===== src/rtl/rst_seq_ctrl_if.sv =====
// Handshake bundle between the reset sequencer and its surroundings:
// lock and software request in, sequenced domain resets and status out.
interface rst_seq_ctrl_if #(
  parameter int NUM_RST = 4
);
  logic               lock_i;
  logic               sw_rst_req;
  logic [NUM_RST-1:0] rst_n_out;
  logic               seq_done;
  logic               busy;
  logic               err_o;

  modport master (
    output lock_i, sw_rst_req,
    input  rst_n_out, seq_done, busy, err_o
  );

  modport slave (
    input  lock_i, sw_rst_req,
    output rst_n_out, seq_done, busy, err_o
  );
endinterface


===== src/rtl/rst_seq_ctrl.sv =====
// Reset sequencer: waits for a filtered clock lock, then releases NUM_RST
// active-low domain resets in index order. Optional watchdog: RST_SEQ_WDT_EN.
module rst_seq_ctrl #(
  parameter int NUM_RST    = 4,
  parameter int GAP_CYCLES = 16,
  parameter int LOCK_FILT  = 8,
  parameter int TIMEOUT    = 1024
) (
  input  logic         clk,
  input  logic         rst,
  rst_seq_ctrl_if.slave bus
);

  localparam int DW = $clog2(GAP_CYCLES) + 1;
  localparam int FW = $clog2(LOCK_FILT) + 1;
  localparam int IW = $clog2(NUM_RST) + 1;

  localparam logic [DW-1:0] GAP_MAX  = DW'(GAP_CYCLES);
  localparam logic [FW-1:0] FILT_MAX = FW'(LOCK_FILT);
  localparam logic [IW-1:0] IDX_LAST = IW'(NUM_RST - 1);

  // A broken configuration is reported on err_o in every build.
  localparam bit PARAM_OK = (NUM_RST >= 1) && (NUM_RST <= 16) && (GAP_CYCLES >= 2) &&
                            (LOCK_FILT >= 1) && (TIMEOUT >= 1);

  typedef enum logic [1:0] {
    HOLD,
    FILTER,
    RELEASE,
    DONE
  } state_e;

  state_e             state_q, state_d;
  logic [DW-1:0]      dwell_q, dwell_d;
  logic [FW-1:0]      filt_q,  filt_d;
  logic [DW-1:0]      gap_q,   gap_d;
  logic [IW-1:0]      idx_q,   idx_d;
  logic [NUM_RST-1:0] rst_n_q, rst_n_d;
  logic               done_q,  done_d;
  logic               busy_q,  busy_d;
  logic               abort;

  always_comb begin
    // NOTE: every output of this block gets a default first, so no path can leave a latch.
    state_d = state_q;
    dwell_d = dwell_q;
    filt_d  = filt_q;
    gap_d   = gap_q;
    idx_d   = idx_q;
    rst_n_d = rst_n_q;
    done_d  = done_q;
    busy_d  = busy_q;

    // A request while already in HOLD lands here too and simply restarts the dwell.
    abort = bus.sw_rst_req || (!bus.lock_i && (state_q == RELEASE || state_q == DONE));

    if (abort) begin
      state_d = HOLD;
      dwell_d = '0;
      filt_d  = '0;
      gap_d   = '0;
      idx_d   = '0;
      rst_n_d = '0;
      done_d  = 1'b0;
      busy_d  = 1'b1;
    end else begin
      case (state_q)
        HOLD: begin
          if (dwell_q != GAP_MAX) begin
            dwell_d = dwell_q + DW'(1);
            if (dwell_d == GAP_MAX && bus.lock_i) begin
              state_d = FILTER;
              filt_d  = '0;
            end
          end else if (bus.lock_i) begin
            // Dwell already served: this lock sample is the first filter sample.
            if (FILT_MAX == FW'(1)) begin
              state_d = RELEASE;
              filt_d  = '0;
              gap_d   = '0;
              idx_d   = '0;
            end else begin
              state_d = FILTER;
              filt_d  = FW'(1);
            end
          end
        end

        FILTER: begin
          if (!bus.lock_i) begin
            state_d = HOLD;
            filt_d  = '0;
          end else if (filt_q + FW'(1) == FILT_MAX) begin
            state_d = RELEASE;
            filt_d  = '0;
            gap_d   = '0;
            idx_d   = '0;
          end else begin
            filt_d = filt_q + FW'(1);
          end
        end

        RELEASE: begin
          if (gap_q + DW'(1) == GAP_MAX) begin
            gap_d = '0;
            for (int k = 0; k < NUM_RST; k++) begin
              if (idx_q == IW'(k)) rst_n_d[k] = 1'b1;
            end
            if (idx_q == IDX_LAST) begin
              state_d = DONE;
              done_d  = 1'b1;
              busy_d  = 1'b0;
            end else begin
              idx_d = idx_q + IW'(1);
            end
          end else begin
            gap_d = gap_q + DW'(1);
          end
        end

        DONE: begin
          state_d = DONE;
        end

        default: begin
          state_d = HOLD;
        end
      endcase
    end
  end

  always_ff @(posedge clk) begin
    // NOTE: reset is sampled on the clock edge, so it only takes effect at the next posedge.
    if (rst) begin
      state_q <= HOLD;
      dwell_q <= '0;
      filt_q  <= '0;
      gap_q   <= '0;
      idx_q   <= '0;
      rst_n_q <= '0;
      done_q  <= 1'b0;
      busy_q  <= 1'b1;
    end else begin
      // NOTE: non-blocking updates keep every register sampling pre-edge values.
      state_q <= state_d;
      dwell_q <= dwell_d;
      filt_q  <= filt_d;
      gap_q   <= gap_d;
      idx_q   <= idx_d;
      rst_n_q <= rst_n_d;
      done_q  <= done_d;
      busy_q  <= busy_d;
    end
  end

  assign bus.rst_n_out = rst_n_q;
  assign bus.seq_done  = done_q;
  assign bus.busy      = busy_q;

`ifdef RST_SEQ_WDT_EN
  localparam int            WW      = $clog2(TIMEOUT) + 1;
  localparam logic [WW-1:0] WDT_MAX = WW'(TIMEOUT);

  logic [WW-1:0] wdt_q, wdt_d;
  logic          err_q, err_d;

  // Counts time spent waiting for lock; sequencing is not gated by the error.
  always_comb begin
    wdt_d = wdt_q;
    err_d = err_q;
    if (bus.sw_rst_req) begin
      wdt_d = '0;
      err_d = 1'b0;
    end else if (state_d == RELEASE && state_q != RELEASE) begin
      wdt_d = '0;
    end else if ((state_q == HOLD || state_q == FILTER) && wdt_q != WDT_MAX) begin
      wdt_d = wdt_q + WW'(1);
      if (wdt_d == WDT_MAX) err_d = 1'b1;
    end
  end

  always_ff @(posedge clk) begin
    if (rst) begin
      wdt_q <= '0;
      err_q <= 1'b0;
    end else begin
      wdt_q <= wdt_d;
      err_q <= err_d;
    end
  end

  assign bus.err_o = err_q | !PARAM_OK;
`else
  assign bus.err_o = !PARAM_OK;
`endif

endmodule


===== src/flat_wrapper.sv =====
// flat-port wrapper written by rule: the top's interface ports become plain ports
module rst_seq_ctrl_flat 
#(
  parameter int NUM_RST    = 4,
  parameter int GAP_CYCLES = 16,
  parameter int LOCK_FILT  = 8,
  parameter int TIMEOUT    = 1024
)
  (clk, rst, bus_lock_i, bus_sw_rst_req, bus_rst_n_out, bus_seq_done, bus_busy, bus_err_o);
  rst_seq_ctrl_if #(.NUM_RST(NUM_RST)) bus_i ();
  input  logic clk;
  input  logic rst;
  input wire logic [$bits(bus_i.lock_i)-1:0] bus_lock_i;
  input wire logic [$bits(bus_i.sw_rst_req)-1:0] bus_sw_rst_req;
  output wire logic [$bits(bus_i.rst_n_out)-1:0] bus_rst_n_out;
  output wire logic [$bits(bus_i.seq_done)-1:0] bus_seq_done;
  output wire logic [$bits(bus_i.busy)-1:0] bus_busy;
  output wire logic [$bits(bus_i.err_o)-1:0] bus_err_o;
  assign bus_i.lock_i = bus_lock_i;
  assign bus_i.sw_rst_req = bus_sw_rst_req;
  assign bus_rst_n_out = bus_i.rst_n_out;
  assign bus_seq_done = bus_i.seq_done;
  assign bus_busy = bus_i.busy;
  assign bus_err_o = bus_i.err_o;
  rst_seq_ctrl #(.NUM_RST(NUM_RST), .GAP_CYCLES(GAP_CYCLES), .LOCK_FILT(LOCK_FILT), .TIMEOUT(TIMEOUT)) u_core (.clk(clk), .rst(rst), .bus(bus_i));
endmodule

===== config.mk =====
export PLATFORM = sky130hd
export DESIGN_NAME = rst_seq_ctrl_flat
export DESIGN_NICKNAME = d
export VERILOG_FILES = /design/src/rtl/rst_seq_ctrl_if.sv /design/src/rtl/rst_seq_ctrl.sv /design/src/flat_wrapper.sv
export SDC_FILE = /design/constraint.sdc
export NUM_CORES = 1
export LEC_CHECK = 0
export CORE_MARGIN = 2
export CORE_UTILIZATION = 33
export CTS_BUF_LIST = sky130_fd_sc_hd__clkbuf_4 sky130_fd_sc_hd__clkbuf_8
export DETAILED_ROUTE_END_ITERATION = 7
export GPL_ROUTABILITY_DRIVEN = 0
export PLACE_DENSITY = 0.59
export SLEW_MARGIN = 0
export SYNTH_ARGS = -nofsm -noshare
export SYNTH_HDL_FRONTEND = slang
export SYNTH_SLANG_ARGS = --single-unit
export TNS_END_PERCENT = 50

===== constraint.sdc =====
create_clock -name clk -period 3.65 [get_ports clk]
set_input_delay 0.73 -clock clk [delete_from_list [all_inputs] [get_ports clk]]
set_output_delay 0.73 -clock clk [all_outputs]
set_load 0.05 [all_outputs]

==> summary.txt <==
Floorplanning
  – Row count: 23
  – DIE AREA: approximately 4700 um^2
  – Die height: 68.6 um
  – Die W: roughly 69 um
  – I/O pin total: 11
  – Initial Util: 0.344
  – Area of the core: between 4000 and 5000 um^2

Cells and area
  – Final net count: ~180
  – Most common cell after layout, fill and taps aside: dfxtp_1
  – Most frequent cells in the layout: 24 x dfxtp_1, 20 x nand2_1, 11 x ha_1, 10 x inv_1, 10 x nor2_1
  – Share of layout cells above drive strength 1: 0.0778
  – Area delta synth->final: 11.2%
  – Fill cell count: ~400
  – Antenna cells: 0

Synth
  – Sequential element share of the synthesized area: 0.349
  – Number of synthesized register bits: 24
  – Area contributors post-synth: dfxtp_1 35%, ha_1 10%, nand2_1 5.5%, a21oi_1 3.3%, a22o_1 3.2%
  – Syn Area/Cell: 8.50 um^2
  – Netlist cell types: 44
  – Syn. warnings: 0
  – Post-synth EDFFs: 0
  – Syn_nets: between 150 and 200
  – Cells after Synth: 162
  – Synthesized area: 1380 um^2
  – Synth top area share: 0.349
  – Synth Flop Type: dfxtp_1
  – FFs w/ async S/R, synth: 0
  – Area leader, netlist: dfxtp_1

GRT
  – Vias in the first global route: about 1100
  – Initial antenna violation count: 0
  – Largest net degree at the start of global routing: 16
  – Grt total ovfl: 0
  – All-Layer GR Usage: 0.135
  – First-pass GRT wire length: about 4800 um

Placement
  – Place WS: around 1.1 ns
  – Dpl hpwl: 2080 um
  – Port buffer count: 9

Clocking
  – CTS buffer count: 3
  – Post-CTS Hold Fix Bufs: 0
  – Post-CTS setup buffer count: 0
  – CTS tree: built
  – Latest clock arrival within the worst-skew pair: 0.27 ns
  – Post_cts resized: 0
  – Clk slew on worst S/H paths: ~0.09 ns
  – Depth of the CTS H-tree: 1
  – Root Driver: clkbuf_8
  – Clk sinks: 24
  – Clock tree buffer depth: 2

Critical path
  – Startpoint Class: input pin
  – CP max FO: 9
  – Crit path DAT: approximately 2.4 ns
  – R2r setup slk: around 1.7 ns
  – Crit end category: flip-flop
  – WP data required: approximately 3.8 ns
  – Setup CP Type: in2reg

Routing
  – Vias/cell: 5.27
  – Post-DRT Antenna Nets: 0
  – Routed Wire Length: approximately 2900 um
  – First-pass iteration count of the detailed router: 4
  – Vias: 1144
  – Drt drc: 0
  – 1st-iter DRT viols: 73
  – DR WL/cell: roughly 13 um

Power
  – P_sw: roughly 0.10 mW
  – Combinational cell fraction of total power: 0.043
  – P_leak: roughly 0.56 nW
  – Switching Fraction: 0.233
  – Cell internal pwr: 0.343 mW
  – Maximum vdd drop: 0.000167 V
  – Clock Power Share: 0.368
  – PD cells: 293 nW/um^2
  – Seq pwr share: 0.590

STA
  – Final setup viols: 0
  – Final Hold Viols: 0
  – Worst-margin pin slew: between 0.5 and 0.6 ns
  – Period utilization: 0.611
  – Relative slew slack: 0.634
  – Max Slew Vio Count: 0
  – Fmax: 0.448 GHz
  – Fin crit period: 2.23 ns
  – Setup Skew: about 0.0031 ns
  – Final Worst Setup Slack: 1.42 ns
  – Fin Setup TNS: 0 ns
  – RSZ-0062 raised after global routing: false

Run
  – Max Cap Viol: 0

Min path
  – Hold Crit Class: reg2reg

Outcome
  – Status: finished, final reports clean
## area by class of cell
type,count,area (um^2),area share
tap,50,62.6,0.0409
sequential,24,480,0.314
clock buffer,3,41.3,0.0270
inverter,10,37.5,0.0245
timing repair buffer,10,97.6,0.0638
multi-input combinational,120,811,0.530
## metrics by stage
stage               hold WS, ns  instances  cell area (um^2)  total power [mW]  utilization
floorplan                 0.458        162              1380             0.282            -
global placement          0.435        214              1490             0.288        0.372
detailed placement        0.435        214              1490             0.289        0.372
CTS                       0.449        217              1530             0.448        0.383
global route              0.485        217              1530             0.460        0.383
finish                    0.444        217              1530             0.448        0.383
## synthesized netlist by cell type, drive strengths merged, types with 2 or more instances
cell type	instances
a21oi	10
a22o	5
a311oi	2
a31oi	3
a32oi	2
buf	6
clkbuf	2
dfxtp	24
ha	11
inv	10
mux2i	2
nand2	20
nand3	9
nand4	2
nor2	11
nor3	8
o21ai	9
or3	2
xnor2	4
xor2	2
## routing by layer
metal | track usage | vias to the layer above | wire (um)
met5 | 0 | - | 0
met2 | 0.226 | 12 | 1420
li1 | - | 587 | -
met4 | 0.0675 | 0 | 56
met3 | 0.0195 | 5 | 53
met1 | 0.167 | 540 | 1330
## kinds of logic (layout without fill, tap and decap cells)
family                     count (synthesis)  in the layout  synth area share
and+or+nand+nor                           58             58             0.209
adders and majority gates                 11             11             0.100
other                                      1              1           0.00272
DFF                                       24             24             0.349
AOI/OAI and AO/OA                         41             41             0.216
buffers and inverters                     18             23            0.0618
muxes                                      3              3            0.0227
xor gates and xnor gates                   6              6            0.0382
## sequential cells by signal, summed over array words and instances, names as in the netlist
signal                count
u_core.dwell_q            5
u_core.gap_q              5
u_core.filt_q             4
u_core.bus.rst_n_out      3
u_core.idx_q              3
u_core.state_q            2
u_core.bus.busy           1
u_core.bus.seq_done       1
## power by group through the flow
stage               combinational, mW  sequential (mW)  clock [mW]
global placement               0.0182            0.270           0
floorplan                      0.0125            0.270           0
detailed placement             0.0191            0.270           0
finish                         0.0191            0.264       0.165
global route                   0.0210            0.264       0.175
CTS                            0.0192            0.264       0.165
## worst paths after layout
check / from / endpoint / depth (start not counted)
worst max-delay path: bus_lock_i / u_core.state_q[0]$_SDFFE_PP0P_ / 5
worst min-delay path: u_core.bus.busy$_SDFFE_PP1P_ / u_core.bus.busy$_SDFFE_PP1P_ / 2
worst max register to register: u_core.state_q[1]$_SDFFE_PP0P_ / u_core.state_q[0]$_SDFFE_PP0P_ / 5
worst min register to register: u_core.bus.busy$_SDFFE_PP1P_ / u_core.bus.busy$_SDFFE_PP1P_ / 2
## critical path, cell delays in order
cell and delay, ns:
clkdlybuf4s50_1 0.53, o21ai_1 0.48, buf_4 0.27, nor3_1 0.07
a311o_1 0.31
No activity file was read; power rests on OpenSTA's default activity.
